$ cat src/rtl/por_seq.sv
// Power-on-reset sequencer: per-unit reset pulse FSMs with retry lockout,
// plus a break-before-make bus-enable selector driven by the primary select.
`timescale 1ns/1ps
module por_seq #(
  parameter int unsigned RST_CYCLES     = 16,
  parameter int unsigned RECOVER_CYCLES = 64,
  parameter int unsigned BBM_CYCLES     = 4,
  parameter int unsigned MAX_RETRY      = 3
) (
  input  logic       clk,
  input  logic       reset,
  input  logic [1:0] prime,
  input  logic [1:0] por,
  output logic [1:0] unit_rst,
  output logic [1:0] out_en,
  output logic [1:0] lockout,
  output logic       prime_err
);

  localparam int unsigned CH_TMAX = (RST_CYCLES > RECOVER_CYCLES) ? RST_CYCLES : RECOVER_CYCLES;
  localparam int unsigned CTW     = $clog2(CH_TMAX + 1);
  localparam int unsigned GTW     = (BBM_CYCLES > 1) ? $clog2(BBM_CYCLES) : 1;

  localparam logic [CTW-1:0] RST_LOAD = CTW'(RST_CYCLES - 1);
  localparam logic [CTW-1:0] REC_LOAD = CTW'(RECOVER_CYCLES - 1);
  localparam logic [GTW-1:0] GAP_LOAD = GTW'(BBM_CYCLES - 1);

  typedef enum logic [1:0] {C_IDLE, C_RST, C_RECOVER, C_LOCKED} chan_state_e;
  typedef enum logic [1:0] {S_NONE, S_SEL0, S_SEL1, S_GAP} sel_state_e;

  // Inputs come from another block; register them once so every FSM sees
  // the same sampled value and outputs react one edge after sampling.
  logic [1:0] prime_q;
  logic [1:0] por_q;

  always_ff @(posedge clk) begin
    if (reset) begin
      prime_q <= '0;
      por_q   <= '0;
    end else begin
      prime_q <= prime;
      por_q   <= por;
    end
  end

  logic [1:0] chan_idle;

  genvar gi;
  generate
    for (gi = 0; gi < 2; gi++) begin : g_chan
      chan_state_e    state_q;
      logic [CTW-1:0] timer_q;
      logic [1:0]     retry_q;
      logic           rst_q;
      logic           lock_q;

      always_ff @(posedge clk) begin
        if (reset) begin
          state_q <= C_IDLE;
          timer_q <= '0;
          retry_q <= '0;
          rst_q   <= 1'b0;
          lock_q  <= 1'b0;
        end else begin
          case (state_q)
            C_IDLE: begin
              if (por_q[gi]) begin
                if (32'(retry_q) < MAX_RETRY) begin
                  state_q <= C_RST;
                  timer_q <= RST_LOAD;
                  rst_q   <= 1'b1;
                  if (retry_q != 2'd3) retry_q <= retry_q + 2'd1;
                end else begin
                  state_q <= C_LOCKED;
                  rst_q   <= 1'b1;
                  lock_q  <= 1'b1;
                end
              end else if (prime_q[gi]) begin
                retry_q <= '0;
              end
            end
            C_RST: begin
              if (timer_q == '0) begin
                state_q <= C_RECOVER;
                timer_q <= REC_LOAD;
                rst_q   <= 1'b0;
              end else begin
                timer_q <= timer_q - CTW'(1);
              end
            end
            C_RECOVER: begin
              if (timer_q == '0) state_q <= C_IDLE;
              else               timer_q <= timer_q - CTW'(1);
            end
            C_LOCKED: state_q <= C_LOCKED;
            default:  state_q <= C_IDLE;
          endcase
        end
      end

      assign chan_idle[gi] = (state_q == C_IDLE);
      assign unit_rst[gi]  = rst_q;
      assign lockout[gi]   = lock_q;
    end
  endgenerate

  // A channel about to leave IDLE (por pending) is already an invalid target,
  // so por overrides prime in the same edge that starts the reset pulse.
  logic [1:0] valid;
  assign valid = chan_idle & ~por_q & ~lockout;

  sel_state_e target;
  always_comb begin
    target = S_NONE;
    if (prime_q == 2'b01 && valid[0])      target = S_SEL0;
    else if (prime_q == 2'b10 && valid[1]) target = S_SEL1;
  end

  function automatic logic [1:0] sel_oe(input sel_state_e s);
    return {s == S_SEL1, s == S_SEL0};
  endfunction

  sel_state_e     sel_q;
  logic [GTW-1:0] gap_q;
  logic [1:0]     out_en_q;
  logic           prime_err_q;

  always_ff @(posedge clk) begin
    if (reset) begin
      sel_q       <= S_NONE;
      gap_q       <= '0;
      out_en_q    <= '0;
      prime_err_q <= 1'b0;
    end else begin
      prime_err_q <= prime_err_q | (prime_q == 2'b11);
      case (sel_q)
        S_NONE: begin
          sel_q    <= target;
          out_en_q <= sel_oe(target);
        end
        S_SEL0: begin
          if (target != S_SEL0) begin
            out_en_q <= '0;
            if (!valid[0]) begin
              sel_q <= S_NONE;
            end else begin
              sel_q <= S_GAP;
              gap_q <= GAP_LOAD;
            end
          end
        end
        S_SEL1: begin
          if (target != S_SEL1) begin
            out_en_q <= '0;
            if (!valid[1]) begin
              sel_q <= S_NONE;
            end else begin
              sel_q <= S_GAP;
              gap_q <= GAP_LOAD;
            end
          end
        end
        S_GAP: begin
          if (gap_q == '0) begin
            sel_q    <= target;
            out_en_q <= sel_oe(target);
          end else begin
            gap_q <= gap_q - GTW'(1);
          end
        end
        default: begin
          sel_q    <= S_NONE;
          out_en_q <= '0;
        end
      endcase
    end
  end

  assign out_en    = out_en_q;
  assign prime_err = prime_err_q;

endmodule

$ cat config.mk
export PLATFORM = sky130hd
export DESIGN_NAME = por_seq
export DESIGN_NICKNAME = d
export VERILOG_FILES = /design/src/rtl/por_seq.sv
export SDC_FILE = /design/constraint.sdc
export NUM_CORES = 1
export LEC_CHECK = 0
export ABC_CLOCK_PERIOD_IN_PS = 1900
export CORE_ASPECT_RATIO = 0.75
export CORE_MARGIN = 4
export CORE_UTILIZATION = 54
export DETAILED_ROUTE_END_ITERATION = 8
export MAX_ROUTING_LAYER = met4
export PLACE_DENSITY = 0.76
export SYNTH_ARGS = -nofsm -noshare
export SYNTH_HDL_FRONTEND = slang
export SYNTH_SLANG_ARGS = --single-unit
$ cat constraint.sdc
create_clock -name clk -period 1.9 [get_ports clk]
set_input_delay 0.285 -clock clk [delete_from_list [all_inputs] [get_ports clk]]
set_output_delay 0.285 -clock clk [all_outputs]
set_load 0.02 [all_outputs]
## Word-level counts from Yosys, hierarchy flattened

Cells that the tools add are included.

| word-level totals | value |
|---|---|
| register bits after elaboration | 37 |
| word-level logic and storage cells | 147 |
| input port bits | 6 |

| cells by class | value |
|---|---|
| multiplexer cells | 52 |
| equal/unequal tests | 38 |
| reduce and logical (&&, ||, !) cells | 27 |
| order comparisons | 2 |
| add/sub/neg operators | 5 |
| bitwise logic cells | 7 |

Operator list:

| cell | number |
|---|---|
| 2-bit 2-to-1 mux | 31 |
| 7-bit 2-to-1 mux | 8 |
| 7-bit case mux with 3 select lines | 2 |
| 2-bit inequality test, second input constant | 17 |
| 2-bit case mux with 4 select lines | 4 |
| 3-bit AND reduction | 7 |
| 2-bit equality test, second input constant | 9 |
| 4-bit AND reduction | 4 |
| 7-bit logical NOT | 2 |
| 2-bit by 1-bit inequality test with 1-bit output, second input constant | 7 |
| 7-bit by 1-bit subtractor with 7-bit output, second input constant | 2 |
| 2-bit by 1-bit equality test with 1-bit output, second input constant | 5 |
| 3-bit nonzero test | 3 |
| 2-bit logical NOT | 4 |
| 2-bit nonzero test | 4 |
| 2-bit case mux with 3 select lines | 1 |
| 6-bit AND reduction | 1 |
| 2-bit by 1-bit adder with 2-bit output, second input constant | 2 |
| 2-bit bitwise AND | 2 |
| 2-bit less-than comparator, second input constant | 2 |
| 1-bit 2-to-1 mux | 4 |
| 2-bit inverter | 2 |
| 1-bit case mux with 2 select lines | 2 |
| 1-bit logical AND | 2 |
| 3 further kinds | 4 |

## Depth between registers and ports, before layout

Gate-level depths: netlist of run 1.

| depth | value |
|---|---|
| depth in word-level cells | 9 |
| gate-level depth with buffers | 6 |

## Worst setup path after synthesis of run 1

Ideal clock, no wire load.

| timing path | value |
|---|---|
| path type | flip-flop to flip-flop |
| start point | register g_chan[0].state_q[0] |
| end point | register gap_q[0] |
| period minus slack after synthesis | 1.769 ns |
| cell stages (with the launch flop) | 7 |
| setup slack | 0.131 ns |
| library setup time | 0.135 ns |
| buffers on the path | 0 |
| arrival | 1.635 ns |
| cells stage by stage | dfxtp_1 > inv_1 > ha_1 > or3b_1 > o31ai_1 > a21boi_1 > a311oi_1 |

| between the ends | value |
|---|---|
| word-level cells in the longest chain between the ends | 8 |
| elaborated cells on any way between the ends | 11 |
| those cells by class | eq/ne (5); mux (1); bitwise (2); reduce/logical (3) |

RTL lines:

| what | line | text |
|---|---|---|
| from (decl) | 51 | `chan_state_e state_q;` |
| from (signal assigned) | 59 | `state_q <= C_IDLE;` |
| from (signal assigned) | 69 | `state_q <= C_RST;` |
| from (signal assigned) | 74 | `state_q <= C_LOCKED;` |
| 2-bit logical NOT * | 101 | `assign chan_idle[gi] = (state_q == C_IDLE);` |
| 2-bit bitwise AND * (2 in a row) | 110 | `assign valid = chan_idle & ~por_q & ~lockout;` |
| 1-bit logical AND | 115 | `if (prime_q == 2'b01 && valid[0]) target = S_SEL0;` |
| 2-bit 2-to-1 mux | 115 |  |
| 2-bit inequality test / 2-bit by 1-bit inequality test with 1-bit output (equally long branches) | 153, 142 |  |
| 2-bit inequality test (no source line) | -- |  |
| 6-bit AND reduction (no source line) * | -- |  |
| to (signal assigned) | 168 | `gap_q <= gap_q - GTW'(1);` |
| to (decl) | 124 | `logic [GTW-1:0] gap_q;` |

Every way passes the cells marked *; elsewhere a longest branch is shown, timed or not.
A chain may end at the register's enable or synchronous reset.

## Worst setup path after layout of run 1

| timing path | value |
|---|---|
| start point | register g_chan[0].timer_q[0] |
| end point | register g_chan[0].timer_q[3] |

| between the ends | value |
|---|---|
| word-level cells in the longest chain between the ends | 3 |
| elaborated cells on any way between the ends | 7 |
| those cells by class | add/sub (1); eq/ne (1); mux (3); reduce/logical (2) |

RTL lines:

| what | line | text |
|---|---|---|
| from (decl) | 52 | `logic [CTW-1:0] timer_q;` |
| from (signal assigned) | 88 | `timer_q <= timer_q - CTW'(1);` |
| from (signal assigned) | 93 | `else timer_q <= timer_q - CTW'(1);` |
| 7-bit by 1-bit subtractor with 7-bit output / 7-bit logical NOT (equally long branches) | -- |  |
| 7-bit 2-to-1 mux, or another cell as far along | 92 | `if (timer_q == '0) state_q <= C_IDLE;` |
| 7-bit case mux with 3 select lines / 4-bit AND reduction (equally long branches) | -- |  |

Several ways; a longest one is shown, not always the timed one. The select of a mux whose other input is x is not followed.

==> results of run 1 <==
[per-stage QoR]
step                power (W)  cell area, sq um  utilization  setup TNS [ns]
floorplan             0.00296              2320            -               0
global placement      0.00352              2550        0.621               0
detailed placement    0.00357              2550        0.621               0
CTS                   0.00434              2680        0.652               0
global route          0.00482              2720        0.663         -0.0116
finish                0.00444              2720        0.663               0
[critical path, delay by kind of cell (launching register included)]
| family | cells | cell delay [ns] |
|---|---|---|
| and+or+nand+nor | 2 | 0.76 |
| AOI/OAI and AO/OA | 2 | 0.39 |
| adders and majority gates | 1 | 0.18 |
| buffers and inverters | 1 | 0.07 |
| DFF | 1 | 0.34 |
[final timing paths]
path                                       endpoint                         startpoint  slack (ns)
hold reg to reg               gap_q[0]$_SDFFE_PP0P_              gap_q[0]$_SDFFE_PP0P_        0.49
setup / recovery  g_chan[0].timer_q[3]$_SDFFE_PP0P_  g_chan[0].timer_q[0]$_SDFFE_PP0P_        0.08
setup reg to reg  g_chan[0].timer_q[3]$_SDFFE_PP0P_  g_chan[0].timer_q[0]$_SDFFE_PP0P_        0.08
hold / removal                gap_q[0]$_SDFFE_PP0P_              gap_q[0]$_SDFFE_PP0P_        0.49
[cells by family after synthesis]
logic type | share of synthesized area
AO/OA/AOI/OAI | 0.256
multiplexers | 0.00485
AND/OR/NAND/NOR | 0.235
flip-flops | 0.319
XOR/XNOR | 0.00377
buffers and inverters | 0.0577
adder cells (fa/ha/maj) | 0.124
[power groups by stage]
stage / logic, W / registers (W) / clock network, W
after floorplan: 0.00179 / 0.00117 / 0
after global placement: 0.00231 / 0.00121 / 0
after detailed placement: 0.00235 / 0.00122 / 0
after CTS: 0.00241 / 0.00120 / 0.000738
after global routing: 0.00281 / 0.00124 / 0.000777
final: 0.00251 / 0.00121 / 0.000718
[repair_timing]
| action | CTS | global route |
|---|---|---|
| pin swaps | 0 | 3 |
| hold buffers | 0 | 0 |
| endpoints found under the hold margin | 0 | 0 |
| setup endpoints to repair | 4 | 11 |
| gates resized for setup | 2 | 13 |
[layer usage]
layer,global-route usage,vias to the layer above
met5,-,-
met4,0.0683,0
met3,0.0508,10
met2,0.312,61
met1,0.264,967
li1,-,1032
[placed cells by master, fill, tap and decap left out, types with 3 or more instances in the layout]
cell             count
a21o_1               4
a311oi_1             4
clkdlybuf4s50_1     12
a22oi_1              4
o31ai_1              5
nor2b_1              9
a31oi_1              5
a211oi_1             4
or2_2                6
nor3_1               3
nor2_1              21
nand4_1              3
a21oi_1             23
nor3b_1              5
ha_1                21
inv_1               16
nand2_1             16
or4_1                3
clkbuf_8             6
o21ai_0             12
buf_4               13
dfxtp_1             36
inv_2                4
a221oi_2             3
a41o_1               3
nand2b_1             9
[area by class of cell]
type	instances	area [sq um]	area share
clock buffer	7	86.3	0.0318
clock inverter	1	30.0	0.0110
inverter	20	75.1	0.0276
multi-input combinational	203	1500	0.551
sequential	37	742	0.273
tap	55	68.8	0.0253
timing repair buffer	25	218	0.0801
==> impl_results.md, run 1 <==
- Critical path type: flip-flop to flip-flop
- Most flops, register: g_chan.timer_q
- Boundary Pins: 13
- Hold WS: 0.489 ns
- Latest clock arrival within the worst-skew pair: 0.29 ns
- Slowest cell on crit path: or4b_4
- CTS tree: done
- Largest registers: g_chan.timer_q (14), g_chan.retry_q (4), g_chan.state_q (4)
- H-tree levels: 2
- DR WL met3: 340 um
- Synth unique cells: 52
- FMAX: 0.551 GHz
- Peak VDD IR: 0.797 mV
- Initial antenna violation count: 0
- Vias: 2,070
- Slew margin rel.: 0.693
- Die Y: 64.8 um
- Global-route wire length before repair: 8710 um
- Synth Area per Inst: 8.56 sq um
- Flop pwr share: 0.272
- Comb pwr share: 0.566
- Top cell type's share of synthesized area: 0.319
- IO buf count: 12
- Vias in the first global route: 1,884
- RePlAce Congestion: 0.858
- Drt wl/cell: 15.0 um
- Synth area leader: dfxtp_1
- Reg2reg path depth: 6
- Synth Cell Area: 2320 sq um
- Top-count cell post-synth: dfxtp_1
- Status: completed
- Antenna Nets Post-Route: 0
- Iter 0 DRT Violations: 162
- Vias per inst: 5.95
- Period utilization: 0.956
- Antenna Cells: 0
- Clock Path Buffers: 2
- Pre-CTS setup slack: 0.0143 ns
- Fin. Hold Viols: 0
- Die W: 83.7 um
- Fin. max-slew vios: 0
- M1 WL: 2500 um
- Max FFs per register: 14
- Post-CTS setup buffers: 0
- Clock sinks: 37
- CP endpoint kind: flip-flop
- Worst path cell trace: inv_2 -> ha_2 -> or4b_4 -> nor3_4 -> o311ai_2 -> a221oi_2
- GR Overflow Total: 0
- Leakage power: 1.09 nW
- Post-synth top flop: dfxtp_1
- Largest stage delay on the critical path: 0.50 ns
- Final HPWL DP: 3760 um
- Post-synthesis sequential area ratio: 0.319
- Crit-path max FO: 4
- Total CTS buffers: 5
- Post-Route Skew: 0.00664 ns
- Cell Count Post-Placement: 340
- All-Layer GR Usage: 0.204
- Layout Cells excl Fill: 348
- Initial Util: 0.566
- Row count: 20
- Slew @ Worst Pin: 0.456 ns
- Die area: 5420 sq um
- Final WS setup: 0.0837 ns
- PwrDens: 1630 nW/um^2
- P_sw: 0.00191 W
- Post-synth EDFFs: 0
- Net Count, Synth: 300
- CTS Root Cell: clkbuf_8
- Hold WC Path Type: flip-flop to flip-flop
- Synth area leaders: dfxtp_1, ha_1, a21oi_1
- Largest net degree at the start of global routing: 20
- Worst EP arrival: 2.02 ns
- CP required: 2.11 ns
- Residual DRC: 0
- Final wirelength: 5230 um
- Routed wl met2: 2300 um
- Max Cap Violations: 0
- Share of cells above drive strength 1: 0.164
- Drt pass-1 iters: 4
- CP Launch Type: flip-flop
- # setup viols final: 0
- Sw Share: 0.430
- Clock power frac: 0.162
- Fillers: 341
- Area Overhead vs Synth: 17.1%
- Share of synthesized registers carrying an async set or reset: 0
- Number of nets in the layout: 321
- Internal power: 0.00253 W
- Most frequent cells after synthesis: dfxtp_1, a21oi_1, ha_1, nor2_1, inv_1
- Hold path cells: 1
- Yosys reg bits: 37
- YS warnings: 0
- Mapped Cells: 271
- Total core area: 4100 sq um
- Clk pin slew, worst setup/hold paths: 0.08 ns
- Uppermost layer routed: met4
- Tmin final: 1.82 ns
(Power assumes the default switching activity.)
==> run 2, diff against run 1 <==
--- a/config.mk
+++ b/config.mk
@@ -12,6 +12,7 @@
 export DETAILED_ROUTE_END_ITERATION = 8
 export MAX_ROUTING_LAYER = met4
 export PLACE_DENSITY = 0.76
+export SETUP_SLACK_MARGIN = 0.05
 export SYNTH_ARGS = -nofsm -noshare
 export SYNTH_HDL_FRONTEND = slang
 export SYNTH_SLANG_ARGS = --single-unit
==> impl_results.md, run 2 (synthesis gave the netlist of run 1 again) <==
- Drt pass-1 iters: 4
- Max Cap Violations: 0
- RePlAce Congestion: 0.858
- Commonest non-fill, non-tap cell in the layout: dfxtp_1
- Largest registers: g_chan.timer_q (14), g_chan.retry_q (4), g_chan.state_q (4)
- Largest net degree at the start of global routing: 20
- Hold WC Path Type: flip-flop to flip-flop
- CP required: 2.11 ns
- Share of cells above drive strength 1: 0.197
- Final wirelength: 5340 um
- Dpl cell area: 2550 sq um
- Post-Route Skew: 0.00770 ns
- Drt wl/cell: 15.2 um
- PwrDens: 1660 nW/um^2
- Latest clock arrival within the worst-skew pair: 0.29 ns
- Period utilization: 0.944
- Tmin final: 1.79 ns
- Boundary Pins: 13
- Setup TNS: 0 ns
- Clock sinks: 37
- Slew margin rel.: 0.689
- Status: completed
- H-tree levels: 2
- IO buf count: 12
- Global-route wire length before repair: 8710 um
- Initial antenna violation count: 0
- Fin. Hold Viols: 0
- CP Launch Type: flip-flop
- Die W: 83.7 um
- Critical path type: flip-flop to flip-flop
- Vias in the first global route: 1,884
- FMAX: 0.558 GHz
- Most frequent cells in the layout: dfxtp_1, a21oi_1, nor2_1, ha_1
- Clk pin slew, worst setup/hold paths: 0.08 ns
- Final HPWL DP: 3760 um
- # setup viols final: 0
- Initial Util: 0.566
- Slew @ Worst Pin: 0.462 ns
- Residual DRC: 0
- Fillers: 337
- Vias: 2,109
- Total CTS buffers: 5
- GR Overflow Total: 0
- Antenna Nets Post-Route: 0
- Worst EP arrival: 2.00 ns
- Die area: 5420 sq um
- RSZ-0062 raised after global routing: true
- Clock Path Buffers: 2
- CP endpoint kind: flip-flop
- Die Y: 64.8 um
- Leakage power: 1.11 nW
- Peak VDD IR: 0.711 mV
- Vias per inst: 6.03
- Most flops, register: g_chan.timer_q
- Iter 0 DRT Violations: 167
- Total core area: 4100 sq um
- Final instance area: 2770 sq um
- Fin. max-slew vios: 0
- Area Overhead vs Synth: 19.5%
- Crit-path max FO: 4
- Antenna Cells: 0
- CTS tree: done
- Row count: 20
- CTS Root Cell: clkbuf_8
- Number of nets in the layout: 323
- Max FFs per register: 14
- All-Layer GR Usage: 0.204
run 2: changes by cell type in the layout (fill, tap and decap cells not counted), moves of 2 or more:
| cell | change |
|---|---|
| buf_4 | +2 |
| nor3b_1 | -2 |
| dfxtp_1 | -3 |
| dfxtp_2 | +3 |
run 2: where the power goes:
part	internal [W]	switching, W
logic	0.00120	0.00145
registers	0.000991	0.000231
clock network	0.000428	0.000291
total	0.00262	0.00197
run 2: worst max-delay path, stage by stage (launching register included):
cell      delay, ns
dfxtp_2        0.34
inv_2          0.09
ha_4           0.13
or4b_4         0.50
nor3_4         0.29
o311ai_2       0.12
a221oi_2       0.24
run 2: cell type report:
type                            instances  area (sq um)  area share
Inverter                               20          75.1      0.0271
Tap cell                               55          68.8      0.0248
Timing Repair Buffer                   27           233      0.0839
Sequential cell                        37           746       0.269
Clock buffer                            7          86.3      0.0311
Clock inverter                          1          30.0      0.0108
Multi-Input combinational cell        203          1530       0.553
run 2: stage by stage:
| stage | power [W] | worst slack [ns] | cells | hold slack, ns | util |
|---|---|---|---|---|---|
| after floorplan | 0.00296 | 0.131 | 271 | 0.413 | - |
| after global placement | 0.00352 | 0.120 | 340 | 0.449 | 0.621 |
| after detailed placement | 0.00357 | 0.0143 | 340 | 0.483 | 0.621 |
| after CTS | 0.00436 | 0.0731 | 348 | 0.500 | 0.653 |
| after global routing | 0.00498 | 0.00516 | 350 | 0.524 | 0.676 |
| final | 0.00459 | 0.107 | 350 | 0.492 | 0.676 |
run 2: worst paths after layout:
kind,from,endpoint,cells past startpoint,slack [ns]
max reg2reg,g_chan[0].timer_q[0]$_SDFFE_PP0P_,g_chan[0].timer_q[3]$_SDFFE_PP0P_,6,0.11
max,g_chan[0].timer_q[0]$_SDFFE_PP0P_,g_chan[0].timer_q[3]$_SDFFE_PP0P_,6,0.11
min reg2reg,prime_err$_SDFF_PP0_,prime_err$_SDFF_PP0_,2,0.49
min,prime_err$_SDFF_PP0_,prime_err$_SDFF_PP0_,2,0.49
run 2: metal layers:
layer / routed length (um) / share of wire / GRT usage / vias to the layer above
li1: - / - / - / 1038
met1: 2520 / 0.47 / 0.264 / 996
met2: 2370 / 0.44 / 0.312 / 63
met3: 347 / 0.065 / 0.0508 / 12
met4: 99 / 0.019 / 0.0683 / 0
met5: 0 / 0 / - / -
run 2: timing repair:
item,4_1_cts,5_1_grt
hold buffers,0,0
pin swaps,0,6
cloned,0,0
buffers inserted,0,2
endpoints found under the setup margin,6,15
gates resized for setup,3,22
==> run 3, diff against run 2 <==
--- a/config.mk
+++ b/config.mk
@@ -5,6 +5,7 @@
 export SDC_FILE = /design/constraint.sdc
 export NUM_CORES = 1
 export LEC_CHECK = 0
+export ABC_AREA = 1
 export ABC_CLOCK_PERIOD_IN_PS = 1900
 export CORE_ASPECT_RATIO = 0.75
 export CORE_MARGIN = 4
@@ -12,6 +13,7 @@
 export DETAILED_ROUTE_END_ITERATION = 8
 export MAX_ROUTING_LAYER = met4
 export PLACE_DENSITY = 0.76
+export REMOVE_ABC_BUFFERS = 1
 export SETUP_SLACK_MARGIN = 0.05
 export SYNTH_ARGS = -nofsm -noshare
 export SYNTH_HDL_FRONTEND = slang
==> impl_results.md, run 3 <==
- RSZ-0062 raised after global routing: false
- Total CTS buffers: 5
- RePlAce Congestion: 0.911
- GRT busiest layer: met2
- Area Overhead vs Synth: 11.0%
- Residual DRC: 0
- Synth area leader: dfxtp_1
- Slew @ Worst Pin: 0.564 ns
- Worst r2r dst: g_chan[0].timer_q[3]$_SDFFE_PP0P_
- Crit path depth: 8
- Drt wl/cell: 11.5 um
- Boundary Pins: 13
- Tmin final: 1.65 ns
- Synth unique cells: 32
- Mapped Cells: 343
- Synth Cell Area: 2430 sq um
- # setup viols final: 0
- Clock sinks: 37
- Crit path to: g_chan[0].timer_q[3]$_SDFFE_PP0P_
- IO buf count: 12
- Post-route core utilization: 0.643
- Worst reg2reg setup slack: 0.25 ns
- Die Y: 66.1 um
- GR Overflow Total: 0
- Most frequent cells in the layout: nand2_1, inv_1, nor2_1
- Slew margin rel.: 0.624
- Die W: 85.5 um
- Peak VDD IR: 0.891 mV
- Reg2reg path depth: 8
- Top-count cell post-synth: nand2_1
- Post-synth EDFFs: 0
- Row count: 20
- CP Buf/Inv Count: 1
- Share of cells above drive strength 1: 0.135
- Crit-path max FO: 5
- Share of synthesized registers carrying an async set or reset: 0
- Post-synth top flop: dfxtp_1
- Post-CTS sizing: 0
- Hold WC Path Type: flip-flop to flip-flop
- Met1 usage: 0.258
- Worst EP arrival: 1.82 ns
- CTS tree: done
- CP endpoint kind: flip-flop
- Largest net degree at the start of global routing: 22
- Initial antenna violation count: 0
- Synth area leaders: dfxtp_1, ha_1, nand2_1
- Die area: 5660 sq um
- Leakage power: 1.23 nW
- Clk pin slew, worst setup/hold paths: 0.07 ns
- Fillers: 353
- Period utilization: 0.867
- Most flops, register: g_chan.timer_q
- CP Launch Type: flip-flop
- Max FFs per register: 14
- Vias per inst: 5.07
- Final wirelength: 4730 um
- Clock Path Buffers: 2
- Max Cap Violations: 0
- Antenna Nets Post-Route: 0
- Iter 0 DRT Violations: 103
- CTS Root Cell: clkbuf_8
- Top cell type's share of synthesized area: 0.304
- Slowest cell on crit path: dfxtp_1
- Vias in the first global route: 1,893
- YS warnings: 0
- Vias: 2,085
- Largest registers: g_chan.timer_q (14), g_chan.retry_q (4), g_chan.state_q (4)
- FMAX: 0.607 GHz
- Synth Area per Inst: 7.09 sq um
- PwrDens: 1510 nW/um^2
- Largest stage delay on the critical path: 0.39 ns
- Global-route wire length before repair: 8390 um
- Critical path type: flip-flop to flip-flop
- CP delay by family, top: simple AND/OR/NAND/NOR gates
- Number of nets in the layout: 384
- Yosys reg bits: 37
- All-Layer GR Usage: 0.191
- Antenna Cells: 0
- Post-CTS setup buffers: 0
- Worst path cell trace: inv_1 -> ha_1 -> nand2_1 -> nand2_2 -> nor2_4 -> nand2_4 -> nor3_4 -> a21oi_1
- Latest clock arrival within the worst-skew pair: 0.29 ns
- Post-Route Skew: 0.00488 ns
- Drt pass-1 iters: 4
- Initial Util: 0.579
- Fin. Hold Viols: 0
- Min-delay src: g_chan[0].rst_q$_SDFFE_PP0P_
- Worst R2R Start: g_chan[0].state_q[0]$_SDFFE_PP0P_
- Worst setup path start: g_chan[0].state_q[0]$_SDFFE_PP0P_
- Most frequent cells after synthesis: nand2_1, inv_1, nor2_1, dfxtp_1, a21oi_1
- H-tree levels: 2
- Hold-fix buffers, CTS: 0
- Commonest non-fill, non-tap cell in the layout: nand2_1
- Post-synthesis sequential area ratio: 0.304
- Status: completed
- CP required: 2.07 ns
- Setup TNS: 0 ns
- Fin. max-slew vios: 0
- Global Route met2 Usage: 0.279
- Total core area: 4200 sq um
- Met3 Use GR: 0.0535
- Final HPWL DP: 3550 um
[run 3: cell types whose count changed after synthesis, moves of 6 or more]
cell / delta
nand2_2: +6
or2_2: -6
a21oi_1: +6
nand3_1: +16
nor3b_1: -6
nor2b_1: -9
inv_1: +29
nor2_4: +6
nand2b_1: -9
nor2_1: +17
nand2_1: +48
o31ai_1: -6
[run 3: where the power goes]
group          leakage (nW)  internal (W)  total [W]  switching [W]
clock                0.0585      0.000428   0.000713       0.000285
combinational         0.872      0.000792    0.00223        0.00143
sequential            0.304      0.000949    0.00113       0.000179
[run 3: logic make-up (layout without fill, tap and decap cells)]
group / Yosys count / after routing / synth area share
AO/OA/AOI/OAI: 57 / 57 / 0.128
XOR/XNOR: 2 / 2 / 0.00720
adder cells (fa/ha/maj): 23 / 23 / 0.118
buffers and inverters: 64 / 77 / 0.107
flip-flops: 37 / 37 / 0.304
AND/OR/NAND/NOR: 160 / 160 / 0.335
[run 3: final cells by class]
cell class | instances | area [sq um] | area share
clock inverters | 1 | 30.0 | 0.0111
repair buffers | 13 | 128 | 0.0472
clock buffers | 7 | 86.3 | 0.0320
inverters | 56 | 216 | 0.0801
multi-input cells | 242 | 1430 | 0.530
well taps | 55 | 68.8 | 0.0255
flip-flops and latches | 37 | 741 | 0.274
[run 3: through the flow]
step / setup slack [ns] / cell area, sq um / hold WS, ns / total power (W) / std cells
after floorplan: 0.465 / 2390 / 0.347 / 0.00290 / 335
after global placement: 0.316 / 2580 / 0.448 / 0.00330 / 403
after detailed placement: 0.289 / 2580 / 0.452 / 0.00333 / 403
after CTS: 0.263 / 2700 / 0.464 / 0.00406 / 411
after global routing: 0.108 / 2700 / 0.494 / 0.00445 / 411
final: 0.253 / 2700 / 0.461 / 0.00407 / 411
[run 3: per-layer routing]
metal	wire, um	part of all wire
met3	219	0.046
met4	47	0.0099
met1	2500	0.53
met2	1970	0.42
met5	0	0
[run 3: worst min-delay path by stage]
stage / end / cells after the start / slack, ns
2_1_floorplan: g_chan[1].timer_q[4]$_SDFFE_PP0P_ / 1 / 0.35
3_3_place_gp: g_chan[0].rst_q$_SDFFE_PP0P_ / 2 / 0.45
3_5_place_dp: g_chan[0].rst_q$_SDFFE_PP0P_ / 2 / 0.45
4_1_cts: g_chan[0].rst_q$_SDFFE_PP0P_ / 2 / 0.46
5_1_grt: g_chan[1].rst_q$_SDFFE_PP0P_ / 2 / 0.49
6_report: g_chan[0].rst_q$_SDFFE_PP0P_ / 2 / 0.46
[run 3: worst register-to-register path, stage by stage, from the launching register on]
cell and delay (ns):
dfxtp_1 0.39, inv_1 0.12, ha_1 0.30, nand2_1 0.13
nand2_2 0.07, nor2_4 0.12, nand2_4 0.09, nor3_4 0.20
a21oi_1 0.11
